File: config.mk
export PLATFORM = sky130hd
export DESIGN_NAME = axi_fault_monitor
export DESIGN_NICKNAME = d
export VERILOG_FILES = /design/src/rtl/axi_fault_pkg.sv /design/src/rtl/axi_fault_fifo.sv /design/src/rtl/axi_fault_monitor.sv
export SDC_FILE = /design/constraint.sdc
export NUM_CORES = 1
export LEC_CHECK = 0
export ABC_AREA = 1
export BUFFER_PORTS_ARGS = -buffer_cell sky130_fd_sc_hd__buf_2
export CORE_MARGIN = 10
export CORE_UTILIZATION = 55
export DETAILED_ROUTE_END_ITERATION = 10
export GPL_TIMING_DRIVEN = 0
export HOLD_SLACK_MARGIN = 0.12
export PLACE_DENSITY = 0.75
export SLEW_MARGIN = 15
export SYNTH_ARGS = -nofsm -noshare
export SYNTH_HDL_FRONTEND = slang
export SYNTH_HIERARCHICAL = 1
export SYNTH_SLANG_ARGS = --single-unit
File: constraint.sdc
create_clock -name i_clk -period 4.1 [get_ports i_clk]
set_input_delay 0.615 -clock i_clk [delete_from_list [all_inputs] [get_ports i_clk]]
set_output_delay 0.615 -clock i_clk [all_outputs]
set_load 0.05 [all_outputs]
File: src/rtl/axi_fault_pkg.sv
// Shared AXI response encodings, the debug fault-record layout and the
// response classification used by the fault monitor.
package axi_fault_pkg;

    typedef enum logic [1:0] {
        RESP_OKAY   = 2'b00,
        RESP_EXOKAY = 2'b01,
        RESP_SLVERR = 2'b10,
        RESP_DECERR = 2'b11
    } resp_e;

    localparam int REC_ADDR_W = 64;
    localparam int REC_ID_W   = 16;

    // CSR-facing record view, wide enough for every supported ADDR_W / ID_W
    typedef struct packed {
        logic [REC_ADDR_W-1:0] addr;
        logic [REC_ID_W-1:0]   id;
        resp_e                 resp;
        logic                  wr;
    } fault_rec_t;

    function automatic logic is_fault(input logic [1:0] resp, input logic exokay_ok);
        logic fault;
        case (resp)
            RESP_OKAY:   fault = 1'b0;
            RESP_EXOKAY: fault = !exokay_ok;
            default:     fault = 1'b1;
        endcase
        return fault;
    endfunction

endpackage

File: src/rtl/axi_fault_fifo.sv
// In-order tracker FIFO: drops a push when full unless a pop frees the slot in
// the same cycle, and ignores a pop when empty.
module axi_fault_fifo
    import axi_fault_pkg::*;
#(
    parameter int WIDTH = 36,
    parameter int DEPTH = 4
) (
    input  logic             clk,
    input  logic             rst,
    input  logic             push,
    input  logic [WIDTH-1:0] push_data,
    input  logic             pop,
    output logic             full,
    output logic             empty,
    output logic [WIDTH-1:0] head
);

    localparam int PTR_W = $clog2(DEPTH);
    localparam logic [PTR_W:0] CNT_FULL = (PTR_W + 1)'(DEPTH);

    logic [WIDTH-1:0] mem_r [DEPTH];
    logic [PTR_W-1:0] wr_ptr_r;
    logic [PTR_W-1:0] rd_ptr_r;
    logic [PTR_W:0]   count_r;
    logic             do_push_s;
    logic             do_pop_s;

    assign empty = (count_r == {(PTR_W + 1){1'b0}});
    assign full  = (count_r == CNT_FULL);
    assign head  = mem_r[rd_ptr_r];

    // Effective push/pop after full/empty qualification
    always_comb begin
        do_pop_s  = pop && !empty;
        do_push_s = push && (!full || do_pop_s);
    end

    // Pointer and occupancy update
    always_ff @(posedge clk) begin
        if (rst) begin
            wr_ptr_r <= {PTR_W{1'b0}};
            rd_ptr_r <= {PTR_W{1'b0}};
            count_r  <= {(PTR_W + 1){1'b0}};
        end else begin
            if (do_push_s) begin
                wr_ptr_r <= wr_ptr_r + PTR_W'(1);
            end
            if (do_pop_s) begin
                rd_ptr_r <= rd_ptr_r + PTR_W'(1);
            end
            case ({do_push_s, do_pop_s})
                2'b10:   count_r <= count_r + (PTR_W + 1)'(1);
                2'b01:   count_r <= count_r - (PTR_W + 1)'(1);
                default: count_r <= count_r;
            endcase
        end
    end

    // Entry storage
    always_ff @(posedge clk) begin
        if (do_push_s) begin
            mem_r[wr_ptr_r] <= push_data;
        end
    end

endmodule

File: src/rtl/axi_fault_monitor.sv
// Passive AXI4 response-fault monitor: in-order address tracking per direction,
// registered fault pulse, sticky first-fault record, saturating counters, flags.
module axi_fault_monitor
    import axi_fault_pkg::*;
#(
    parameter int ADDR_W    = 32,
    parameter int ID_W      = 4,
    parameter int DEPTH     = 4,
    parameter int CNT_W     = 8,
    parameter int EXOKAY_OK = 1
) (
    input  logic              i_clk,
    input  logic              i_rst,
    input  logic              i_clr,
    input  logic              awvalid,
    input  logic              awready,
    input  logic [ADDR_W-1:0] awaddr,
    input  logic [ID_W-1:0]   awid,
    input  logic              arvalid,
    input  logic              arready,
    input  logic [ADDR_W-1:0] araddr,
    input  logic [ID_W-1:0]   arid,
    input  logic              bvalid,
    input  logic              bready,
    input  logic [1:0]        bresp,
    input  logic [ID_W-1:0]   bid,
    input  logic              rvalid,
    input  logic              rready,
    input  logic              rlast,
    input  logic [1:0]        rresp,
    input  logic [ID_W-1:0]   rid,
    output logic              o_fault,
    output logic              o_rec_vld,
    output logic [ADDR_W-1:0] o_rec_addr,
    output logic [ID_W-1:0]   o_rec_id,
    output logic [1:0]        o_rec_resp,
    output logic              o_rec_wr,
    output logic [CNT_W-1:0]  o_rd_cnt,
    output logic [CNT_W-1:0]  o_wr_cnt,
    output logic              o_ovf,
    output logic              o_orphan
);

    localparam int ENT_W = ADDR_W + ID_W;
    localparam logic EXOKAY_ACCEPT = (EXOKAY_OK != 0);
    localparam logic [CNT_W-1:0] CNT_MAX = {CNT_W{1'b1}};

    logic              ar_hs_s, aw_hs_s, r_hs_s, b_hs_s, r_pop_s;
    logic              rd_full_s, rd_empty_s, wr_full_s, wr_empty_s;
    logic [ENT_W-1:0]  rd_head_s, wr_head_s;
    logic              rd_fault_s, wr_fault_s, any_fault_s;
    logic [ADDR_W-1:0] rd_addr_s, wr_addr_s;
    logic [ID_W-1:0]   rd_id_s, wr_id_s;
    logic              orphan_s, ovf_s;

    axi_fault_fifo #(.WIDTH(ENT_W), .DEPTH(DEPTH)) u_rd_fifo (
        .clk       (i_clk),
        .rst       (i_rst),
        .push      (ar_hs_s),
        .push_data ({araddr, arid}),
        .pop       (r_pop_s),
        .full      (rd_full_s),
        .empty     (rd_empty_s),
        .head      (rd_head_s)
    );

    axi_fault_fifo #(.WIDTH(ENT_W), .DEPTH(DEPTH)) u_wr_fifo (
        .clk       (i_clk),
        .rst       (i_rst),
        .push      (aw_hs_s),
        .push_data ({awaddr, awid}),
        .pop       (b_hs_s),
        .full      (wr_full_s),
        .empty     (wr_empty_s),
        .head      (wr_head_s)
    );

    // Handshake decode, fault classification and protocol-error detection
    always_comb begin
        ar_hs_s     = arvalid && arready;
        aw_hs_s     = awvalid && awready;
        r_hs_s      = rvalid && rready;
        b_hs_s      = bvalid && bready;
        r_pop_s     = r_hs_s && rlast;
        rd_fault_s  = r_hs_s && is_fault(rresp, EXOKAY_ACCEPT);
        wr_fault_s  = b_hs_s && is_fault(bresp, EXOKAY_ACCEPT);
        any_fault_s = rd_fault_s || wr_fault_s;

        // An empty tracker has no head; report address 0 and the beat's own ID
        if (rd_empty_s) begin
            rd_addr_s = {ADDR_W{1'b0}};
            rd_id_s   = rid;
        end else begin
            rd_addr_s = rd_head_s[ENT_W-1:ID_W];
            rd_id_s   = rd_head_s[ID_W-1:0];
        end
        if (wr_empty_s) begin
            wr_addr_s = {ADDR_W{1'b0}};
            wr_id_s   = bid;
        end else begin
            wr_addr_s = wr_head_s[ENT_W-1:ID_W];
            wr_id_s   = wr_head_s[ID_W-1:0];
        end

        orphan_s = (r_hs_s && (rd_empty_s || (rd_head_s[ID_W-1:0] != rid))) ||
                   (b_hs_s && (wr_empty_s || (wr_head_s[ID_W-1:0] != bid)));
        ovf_s    = (ar_hs_s && rd_full_s && !r_pop_s) ||
                   (aw_hs_s && wr_full_s && !b_hs_s);
    end

    function automatic logic [CNT_W-1:0] next_cnt(input logic [CNT_W-1:0] cnt,
                                                  input logic hit, input logic clr);
        logic [CNT_W-1:0] base;
        base = clr ? {CNT_W{1'b0}} : cnt;
        if (hit && (base != CNT_MAX)) begin
            return base + CNT_W'(1);
        end else begin
            return base;
        end
    endfunction

    // Fault pulse and sticky protocol flags
    always_ff @(posedge i_clk) begin
        if (i_rst) begin
            o_fault  <= 1'b0;
            o_ovf    <= 1'b0;
            o_orphan <= 1'b0;
        end else begin
            o_fault  <= any_fault_s;
            o_ovf    <= ovf_s || (o_ovf && !i_clr);
            o_orphan <= orphan_s || (o_orphan && !i_clr);
        end
    end

    // First-fault record; a fault coinciding with clear reloads it
    always_ff @(posedge i_clk) begin
        if (i_rst) begin
            o_rec_vld  <= 1'b0;
            o_rec_addr <= {ADDR_W{1'b0}};
            o_rec_id   <= {ID_W{1'b0}};
            o_rec_resp <= 2'b00;
            o_rec_wr   <= 1'b0;
        end else if (any_fault_s && (!o_rec_vld || i_clr)) begin
            o_rec_vld <= 1'b1;
            if (rd_fault_s) begin
                o_rec_addr <= rd_addr_s;
                o_rec_id   <= rd_id_s;
                o_rec_resp <= rresp;
                o_rec_wr   <= 1'b0;
            end else begin
                o_rec_addr <= wr_addr_s;
                o_rec_id   <= wr_id_s;
                o_rec_resp <= bresp;
                o_rec_wr   <= 1'b1;
            end
        end else if (i_clr) begin
            o_rec_vld  <= 1'b0;
            o_rec_addr <= {ADDR_W{1'b0}};
            o_rec_id   <= {ID_W{1'b0}};
            o_rec_resp <= 2'b00;
            o_rec_wr   <= 1'b0;
        end
    end

    // Saturating per-direction fault counters
    always_ff @(posedge i_clk) begin
        if (i_rst) begin
            o_rd_cnt <= {CNT_W{1'b0}};
            o_wr_cnt <= {CNT_W{1'b0}};
        end else begin
            o_rd_cnt <= next_cnt(o_rd_cnt, rd_fault_s, i_clr);
            o_wr_cnt <= next_cnt(o_wr_cnt, wr_fault_s, i_clr);
        end
    end

endmodule

# [After elaboration in Yosys (flattened, before gate mapping)]
# Memory sizes are Yosys's and may differ from the RTL's. A register that Yosys moved wholly into a read port is not among the register bits.
# Cells that the tools add are included.
# Widths: inputs -> output; s select.
[classes] eq_ne=12 addsub=10 mux=33 n_reduce_logical=49
[op_table] op="$mux 32" n=5
[op_table] op="$mux 8" n=4
[op_table] op="$logic_and 1x1->1" n=22
[op_table] op="$mux 4" n=5
[op_table] op="$add 8x1->8 const B" n=2
[op_table] op="$ne 8x8->1 const B" n=2
[op_table] op="$mux 2" n=7
[op_table] op="$pmux 3 s2" n=2
[op_table] op="$logic_or 1x1->1" n=10
[op_table] op="$mux 1" n=10
[op_table] op="$add 2x1->2 const B" n=4
[op_table] op="$eq 2x1->1 const B" n=4
[op_table] op="$logic_not 1->1" n=8
[op_table] op="$ne 4x4->1" n=2
[op_table] op="$add 3x1->3 const B" n=2
[op_table] op="$eq 3x3->1 const B" n=2
[op_table] op="$logic_not 3->1" n=2
[op_table] op="$reduce_bool 2->1" n=3
[op_table] op="$sub 3x1->3 const B" n=2
[op_table] op="$eq 2x2->1 const B" n=2
[op_table] op="$logic_not 2->1" n=2
[op_table] op="$reduce_or 2->1" n=2
[word_totals] ram_bits=288 input_bits=96 ff_bits=73 mem_count=2 out_inout_bits=59 elab_cells=122
[mem_list] name="u_rd_fifo.mem_r" words=4 word_bits=36 rd=1 rd_clocked_by_memory_dff=1 wr=1 line_no="axi_fault_fifo.sv:22" source="logic [WIDTH-1:0] mem_r [DEPTH];"
[mem_list] name="u_wr_fifo.mem_r" words=4 word_bits=36 rd=1 rd_clocked_by_memory_dff=1 wr=1 line_no="axi_fault_fifo.sv:22"

# [Depth between registers and ports, before layout]
# Gate-level depths: netlist of run 1.
[logic_depth] depth_word=7 mapped_depth=14 ltp_nobuf=14

# [Cells and area by module]
# The synthesis of run 1 kept the hierarchy.
[modules_own_cells] module="axi_fault_fifo (u_wr_fifo)" seq_area_each_um2=4504.3 cells_per_inst=422 area_each_um2=5879.4 n_inst=1
[modules_own_cells] module="axi_fault_fifo (u_rd_fifo)" seq_area_each_um2=4504.3 cells_per_inst=415 area_each_um2=5850.6 n_inst=1
[modules_own_cells] module="axi_fault_monitor" seq_area_each_um2=1181.1 cells_per_inst=573 area_each_um2=3495.9 n_inst=1

# [Least setup slack after synthesis of run 1]
# OpenSTA, ideal clock, no wires.
[synth_path] path_type="in2reg" start="input rvalid" end="memory u_rd_fifo.mem_r[0][0] (enable)" arrival_ns=2.923 n_path_buf=0 t_required_ns=3.671 path_slack_ns=0.748 path_stages=6 setup_ns=0.429 cell_sequence="nand2_1 > nor2_1 > nand2_8 > nand2_4 > nand2_4 > nor2_1"
[synth_between] elab_chain_len=7
[synth_rtl] item="start: declaration" line_no="axi_fault_monitor.sv:27" source="input logic rvalid,"
[synth_rtl] item="$logic_and 1x1->1" line_no="axi_fault_monitor.sv:82" source="r_hs_s = rvalid && rready;"
[synth_rtl] item="$logic_and 1x1->1" line_no="axi_fault_monitor.sv:84" source="r_pop_s = r_hs_s && rlast;"
[synth_rtl] item="via r_pop_s" line_no="axi_fault_monitor.sv:48" source="logic ar_hs_s, aw_hs_s, r_hs_s, b_hs_s, r_pop_s;"
[synth_rtl] item="$logic_and 1x1->1" line_no="axi_fault_fifo.sv:35" source="do_pop_s = pop && !empty;"
[synth_rtl] item="$logic_or 1x1->1" line_no="axi_fault_fifo.sv:36" source="do_push_s = push && (!full || do_pop_s);"
[synth_rtl] item="$logic_and 1x1->1" line_no="axi_fault_fifo.sv:36"
[synth_rtl] item="$mux 1" line_no="axi_fault_fifo.sv:62" source="if (do_push_s) begin"
[synth_rtl] item="$mux 1 (implied by the code)" line_no="axi_fault_fifo.sv:63" source="mem_r[wr_ptr_r] <= push_data;"
[synth_rtl] item="end: declaration" line_no="axi_fault_fifo.sv:22"
# The timed path passes the listed nets, and every way through them passes these cells.

# [Final worst setup path of run 1]
[layout_path] start="input bvalid" end="register u_wr_fifo.count_r[2]"
[layout_between] elab_chain_len=6 word_cells_on_any_way=8 cone_classes="2 x eq/ne; 1 x mux; 5 x reduce/logical"
[layout_rtl] item="start: declaration" line_no="axi_fault_monitor.sv:23" source="input logic bvalid,"
[layout_rtl] item="$logic_and 1x1->1 *" line_no="axi_fault_monitor.sv:83" source="b_hs_s = bvalid && bready;"
[layout_rtl] item="via b_hs_s" line_no="axi_fault_monitor.sv:48"
[layout_rtl] item="$logic_and 1x1->1 *" line_no="axi_fault_fifo.sv:35"
[layout_rtl] item="$logic_or 1x1->1" line_no="axi_fault_fifo.sv:36"
[layout_rtl] item="$logic_and 1x1->1" line_no="axi_fault_fifo.sv:36"
[layout_rtl] item="$eq 2x1->1 or $eq 2x2->1 (tied branches)" line_no="axi_fault_fifo.sv:52" source="case ({do_push_s, do_pop_s})"
[layout_rtl] item="$pmux 3 s2 or $reduce_bool 2->1 (tied branches)"
[layout_rtl] item="end signal: assignment" line_no="axi_fault_fifo.sv:53" source="2'b10: count_r <= count_r + (PTR_W + 1)'(1);"
[layout_rtl] item="end signal: assignment" line_no="axi_fault_fifo.sv:54" source="2'b01: count_r <= count_r - (PTR_W + 1)'(1);"
[layout_rtl] item="end signal: assignment" line_no="axi_fault_fifo.sv:55" source="default: count_r <= count_r;"
[layout_rtl] item="end: declaration" line_no="axi_fault_fifo.sv:25" source="logic [PTR_W:0] count_r;"
# The timed path passes the listed nets; every way through them passes the cells marked *.
# A chain may end at the register's enable or synchronous reset.

==> results of run 1 <==
==> how the worst min path moves through the flow <==
stage                                     start                      to  slack [ns]
final                                araddr[10]  u_rd_fifo/mem_r[3][14]        0.31
after global routing                 araddr[10]  u_rd_fifo/mem_r[0][14]        0.30
after detailed placement  u_rd_fifo/rd_ptr_r[1]   u_rd_fifo/rd_ptr_r[1]        0.44
after CTS                             awaddr[4]   u_wr_fifo/mem_r[3][8]        0.29
after global placement    u_rd_fifo/rd_ptr_r[1]                    flop        0.43
after floorplan           u_rd_fifo/rd_ptr_r[1]                    flop        0.42
==> registers in the layout, indices dropped and copies added (netlist names), named ones only <==
name                flops
o_rec_wr                1
o_rec_id                4
o_rec_resp              2
u_wr_fifo/count_r       3
u_rd_fifo/count_r       3
o_fault                 1
u_wr_fifo/rd_ptr_r      2
u_wr_fifo/mem_r       144
o_rec_addr             32
o_rec_vld               1
u_wr_fifo/wr_ptr_r      2
o_rd_cnt                8
u_rd_fifo/mem_r       144
o_ovf                   1
o_orphan                1
u_rd_fifo/rd_ptr_r      2
u_rd_fifo/wr_ptr_r      2
o_wr_cnt                8
==> cell families (layout without fill, tap and decap cells) <==
group / after synthesis / count (layout) / share of synthesized area, %
simple gates: 500 / 500 / 14.1
fa+ha+maj: 13 / 13 / 1.17
flops: 365 / 365 / 66.9
buf+inv: 199 / 429 / 6.09
other cells: 0 / 3 / 0
compound gates: 333 / 333 / 11.7
==> critical path: stages <==
cell     delay, ns
buf_2         0.10
nand2_1       0.25
inv_1         0.16
inv_1         0.09
nand3_2       0.12
nand2_1       0.35
ha_1          0.26
inv_1         0.08
fa_1          0.38
inv_1         0.10
nand2_1       0.08
nand3_1       0.11
nand2_1       0.07
nand2_1       0.06
nor2_1        0.04
==> power groups by stage <==
stage	Sequential, mW	Combinational (mW)	Clock, mW
final	4.14	0.820	3.22
after global routing	4.15	0.899	3.42
after CTS	4.14	0.814	3.25
after detailed placement	4.22	0.808	0
after global placement	4.22	0.765	0
after floorplan	4.28	0.437	0
==> cells in the final DEF, fill, tap and decap left out, types with 5 or more instances in the layout <==
cell type	n
nor2_4	11
buf_6	10
o21ai_1	75
buf_2	180
o21ai_0	119
a21oi_1	61
nor2_1	196
buf_4	11
nand2_1	199
nand3_1	56
dfxtp_1	77
nor3_1	5
buf_16	5
nand3_2	7
inv_2	9
clkbuf_16	41
edfxtp_1	288
ha_1	11
o22ai_1	72
inv_1	109
nand4_1	9
clkbuf_1	40
==> cell type report <==
| type | instances | area (sq um) |
|---|---|---|
| Tap cell | 372 | 465 |
| Antenna cell | 3 | 7.51 |
| Buffer | 78 | 460 |
| Clock buffer | 56 | 1090 |
| Sequential cell | 365 | 10200 |
| Fill cell | 2003 | 9210 |
| Inverter | 121 | 467 |
| Clock inverter | 13 | 80.1 |
| Timing Repair Buffer | 161 | 963 |
| Multi-Input combinational cell | 846 | 4170 |
==> metrics by stage <==
step | instance area (sq um) | power (mW) | hold WS [ns]
finish | 17900 | 8.18 | 0.306
global route | 17900 | 8.46 | 0.301
CTS | 17900 | 8.21 | 0.293
detailed placement | 16700 | 5.03 | 0.445
global placement | 16500 | 4.98 | 0.432
floorplan | 15200 | 4.72 | 0.418
==> per-layer routing <==
metal	up-vias	global-route usage (%)
met3	60	4.88
li1	5303	-
met5	-	0
met4	2	6.47
met2	523	35.3
met1	5466	29.4
==> impl_metrics.json, run 1 <==
{
  "async_reset_ff_share_pct": 0,
  "fin_nets": 1720,
  "initialDrtViolationCount": 1093,
  "cp-start-kind": "primary input",
  "grt_pass1_vias": 11200,
  "top_layer": "met5",
  "ys_seq_area_share_pct": 66.9,
  "route.met2.wl_mm": 18.8,
  "rrSetupSlack_ns": 1.82,
  "rsz0062_at_grt": "false",
  "cts_sinks": 365,
  "drtPass1Iterations": 5,
  "pwr-share-seq_pct": 50.6,
  "finalCriticalPeriod_ns": 2.46,
  "setup-violations-final": 0,
  "postRouteWirelength_mm": 39.7,
  "synth.avg_cell_area_sq_um": 10.8,
  "p_leak_nw": 6.92,
  "clk_latency_ns": 0.52,
  "die_y_um": 186,
  "cp_max_fo": 5,
  "gp_congestion": 0.875,
  "ir_worst_vdd_v": 0.000269,
  "yosys_warnings": 6,
  "vias": 11400,
  "synth_edf_count": 288,
  "status": "finished, final reports clean",
  "syn-cell-area_sq_um": 15200,
  "critPathKind": "primary input to flop",
  "synth_fp_nets": 1519,
  "yosysMostFrequentCell": "edfxtp_1",
  "instances_no_fill": 2015,
  "yosysTopAreaCellShare_pct": 56.8,
  "dr_wl_met3_mm": 3.58,
  "cp-end-kind": "flop",
  "utilization_pct": 66.0,
  "reg2reg_depth": 12,
  "dpl.hpwl_mm": 27.4,
  "ant_nets": 0,
  "r2r-end": "u_wr_fifo/count_r[2]",
  "slew_viol_final": 0,
  "p_per_area_nw_per_um2": 457,
  "min_path_type": "primary input to flop",
  "fin_crit_sh_pct": 60.1,
  "cts_inserted_buffers": 38,
  "maxCapViolCount": 0,
  "clkTransAtPathRegs_ns": 0.06,
  "netlist_top_cells_count": "edfxtp_1, nor2_1, nand2_1",
  "internal-power_mw": 6.19,
  "grt.total_usage_pct": 22.0,
  "arrival_ns": 2.88,
  "power_switching_mw": 1.99,
  "crit_path_start": "bvalid",
  "num_io_pins": 155,
  "tightest_slew_ns": 0.838,
  "dp_slack_ns": 1.21,
  "max_freq_mhz": 406,
  "slew_headroom_pct": 44.0,
  "r2r_start": "u_wr_fifo/count_r[1]",
  "portBuffers": 153,
  "area_growth_pct": 17.5,
  "clockBufferDepth": 3,
  "drive_gt1_share_pct": 19.0,
  "power_frac_comb_pct": 10.0,
  "die-width_um": 186,
  "htreeDepth": 2,
  "swShare_pct": 24.3,
  "cts_root_buf": "clkbuf_16",
  "yosysTopAreaCell": "edfxtp_1",
  "die_area_sq_um": 34700,
  "fin_skew_ns": 0.0146,
  "ys_types": 39,
  "route.detailed.drc": 0,
  "antenna_found_initial": 2,
  "core_sq_um": 27100,
  "whs_path_depth": 1,
  "ys_ff_latch": 365,
  "synth_area_leaders": "edfxtp_1, dfxtp_1, nor2_1",
  "post_cts_resized": 0,
  "vias_per_cell": 5.63,
  "grt_overflow": 0,
  "hold_viol_final": 0,
  "crit_end": "u_wr_fifo/count_r[2]",
  "start_util_pct": 56.2,
  "postCtsHoldBufs": 0,
  "grt_max_degree": 26,
  "power_frac_clock_pct": 39.4,
  "synth_top_flop_cell": "edfxtp_1",
  "numPlacedInstances": 1943,
  "postSynthCellCount": 1410,
  "rows": 60,
  "cts_tree": "done",
  "grt_pass1_wl_mm": 61.4,
  "layout_setup_ws_ns": 1.64,
  "cts_setup_buffers": 0,
  "wl_met1_mm": 16.4,
  "fin_tns_setup_ns": 0,
  "required_ns": 4.52,
  "drt-wirelength-per-cell_um": 19.7
}
Note: power is estimated with default switching activity, not from simulation.
==> run 2, diff against run 1 <==
Settings changed: ABC_AREA 1 to 0, CORE_UTILIZATION 55 to 53, PLACE_DENSITY 0.75 to 0.76.
Clock period 4.1 ns to 2.2 ns, I/O delays scaled along.
==> run 2 against run 1 <==
Net effect:
- core utilization up 0.42 points
- critical path depth down 6
- register-to-register slack worse by 1.8 ns
- combinational power up 28%
- first-iteration DRC count down 25%
- die area about the same
- synthesized cell count down 36%
- count of clock-buffer cells in the layout down 1
==> impl_metrics.json, run 2 <==
{
  "p_leak_nw": 6.32,
  "max_freq_mhz": 469,
  "cts_root_buf": "clkbuf_16",
  "die_y_um": 186,
  "grt.total_usage_pct": 19.0,
  "utilization_pct": 66.4,
  "netlist_top_cells_count": "edfxtp_1, dfxtp_1, mux4_2",
  "clkTransAtPathRegs_ns": 0.06,
  "whs_path_depth": 3,
  "rsz0062_at_grt": "true",
  "num_io_pins": 155,
  "drt-wirelength-per-cell_um": 21.5,
  "yosysTopAreaCellShare_pct": 59.0,
  "fin_nets": 1276,
  "ir_worst_vdd_v": 0.000911,
  "postSynthCellCount": 899,
  "antenna_found_initial": 1,
  "synth_fp_nets": 1008,
  "synth_top_flop_cell": "edfxtp_1",
  "drtPass1Iterations": 5,
  "cts_tree": "done",
  "die_area_sq_um": 34700,
  "status": "finished, final reports clean",
  "maxCapViolCount": 0,
  "htreeDepth": 2,
  "drive_gt1_share_pct": 27.7,
  "min_path_type": "primary input to flop",
  "critPathKind": "flop to flop",
  "final_common_cell": "edfxtp_1",
  "p_per_area_nw_per_um2": 836,
  "portBuffers": 153,
  "grt_overflow": 0,
  "hold_start": "rvalid",
  "ys_ff_latch": 365,
  "area_growth_pct": 22.8,
  "syn-cell-area_sq_um": 14700,
  "rows": 60,
  "finalCriticalPeriod_ns": 2.13,
  "hold_viol_final": 0,
  "r2r_start": "u_wr_fifo/count_r[2]",
  "synth_edf_count": 288,
  "gp_congestion": 0.890,
  "die-width_um": 186,
  "yosysTopAreaCell": "edfxtp_1",
  "final_cell_mix": "edfxtp_1, buf_2, dfxtp_1",
  "cts_sinks": 365,
  "vias": 8895,
  "slew_headroom_pct": 31.3,
  "yosys_warnings": 6,
  "start_util_pct": 54.1,
  "async_reset_ff_share_pct": 0,
  "route.detailed.drc": 0,
  "reg2reg_depth": 9,
  "synth.avg_cell_area_sq_um": 16.3,
  "fin_tns_setup_ns": 0,
  "ant_nets": 0,
  "tightest_slew_ns": 1.03,
  "cp-start-kind": "flop",
  "ys_seq_area_share_pct": 69.5,
  "grt_pass1_wl_mm": 52.3,
  "cp-end-kind": "flop",
  "holdPathEnd": "o_orphan",
  "required_ns": 2.64,
  "clk_latency_ns": 0.51,
  "arrival_ns": 2.57,
  "fin_skew_ns": 0.0142,
  "r2r-end": "u_wr_fifo/count_r[2]",
  "initialDrtViolationCount": 820,
  "clockBufferDepth": 3,
  "yosysMostFrequentCell": "edfxtp_1",
  "dpl.hpwl_mm": 23.3,
  "vias_per_cell": 5.67,
  "ys_types": 56,
  "grt_pass1_vias": 9189,
  "setup-violations-final": 0,
  "rrSetupSlack_ns": 0.07,
  "core_sq_um": 27100,
  "grt_max_degree": 37,
  "fin_crit_sh_pct": 97.0,
  "cts_inserted_buffers": 37,
  "slew_viol_final": 0,
  "reg.largest.list": "u_rd_fifo/mem_r x144, u_wr_fifo/mem_r x144, o_rec_addr x32",
  "postRouteWirelength_mm": 33.7,
  "synth_area_leaders": "edfxtp_1, dfxtp_1, mux4_2",
  "cp_max_fo": 7
}
-- run 2: cell count changes after synthesis, sizes merged, moves of 25 or more --
cell,change
inv,-103
mux4,+72
o21ai,-149
and3,+35
buf,-25
nor3b,+33
nand2,-190
o22ai,-72
nor2,-188
-- run 2: worst max-delay path by stage --
stage / cells past startpoint / slack [ns] / start / end
2_1_floorplan: 4 / 0.06 / bvalid / u_wr_fifo/mem_r[2][0]
3_3_place_gp: 5 / -0.81 / bvalid / u_wr_fifo/mem_r[1][16]
3_5_place_dp: 7 / -0.21 / u_rd_fifo/count_r[1] / o_rec_addr[10]
4_1_cts: 7 / 0.005 / u_wr_fifo/count_r[0] / o_rec_addr[25]
5_1_grt: 9 / -0.05 / u_wr_fifo/count_r[1] / u_wr_fifo/count_r[2]
6_report: 9 / 0.07 / u_wr_fifo/count_r[2] / u_wr_fifo/count_r[2]
-- run 2: logic make-up (layout without fill, tap and decap cells) --
family	after synthesis	after routing	share of synthesized area [%]
buffers and inverters	76	373	2.60
adders and majority gates	13	13	1.21
AOI/OAI and AO/OA	128	128	4.96
xor gates and xnor gates	18	18	1.07
other	0	2	0
muxes	85	85	12.1
DFF	365	365	69.5
and+or+nand+nor	214	214	8.56
-- run 2: area by class of cell --
type | instances | area (sq um)
Sequential cell | 365 | 10200
Fill cell | 1878 | 9090
Multi-Input combinational cell | 458 | 4130
Timing Repair Buffer | 230 | 1570
Clock buffer | 55 | 1080
Tap cell | 372 | 465
Buffer | 57 | 332
Clock inverter | 13 | 166
Inverter | 18 | 71.3
Antenna cell | 2 | 5.00
-- run 2: per-layer routing --
layer,global-route usage (%),routed length (um),up-vias
li1,-,-,4075
met1,25.4,14100,4417
met2,31.0,16500,353
met3,4.00,2510,50
met4,4.69,563,0
met5,0,0,-
-- run 2: where the power goes --
part	switching, mW	internal [mW]
clock	2.47	3.86
sequential	0.0659	7.60
combinational	0.587	0.463
total	3.12	11.9
-- run 2: through the flow --
stage	hold WS, ns	instance area, sq um	power [mW]	cells	worst slack (ns)
2_1_floorplan	0.429	14700	8.38	899	0.0623
3_3_place_gp	0.453	15900	8.70	1424	-0.809
3_5_place_dp	0.459	16000	8.75	1428	-0.209
4_1_cts	0.156	18000	15.1	1567	0.00464
5_1_grt	0.203	18000	15.5	1569	-0.0462
6_report	0.169	18000	15.1	1570	0.0663
-- run 2: repair_timing --
| action | 4_1_cts | 5_1_grt |
|---|---|---|
| buffers inserted | 0 | 1 |
| endpoints found under the setup margin | 32 | 34 |
| cloned | 0 | 0 |
| resized for setup | 5 | 15 |
| hold endpoints to repair | 288 | 0 |
| pin swaps | 0 | 1 |
| hold buffers | 72 | 0 |
-- run 2: critical path, cell delays in order (launching register included) --
cell	delay (ns)
dfxtp_2	0.37
nor3b_4	0.27
a21boi_4	0.13
inv_1	0.07
ha_1	0.18
inv_1	0.06
fa_1	0.38
xor2_1	0.16
or3_1	0.30
a21oi_1	0.15
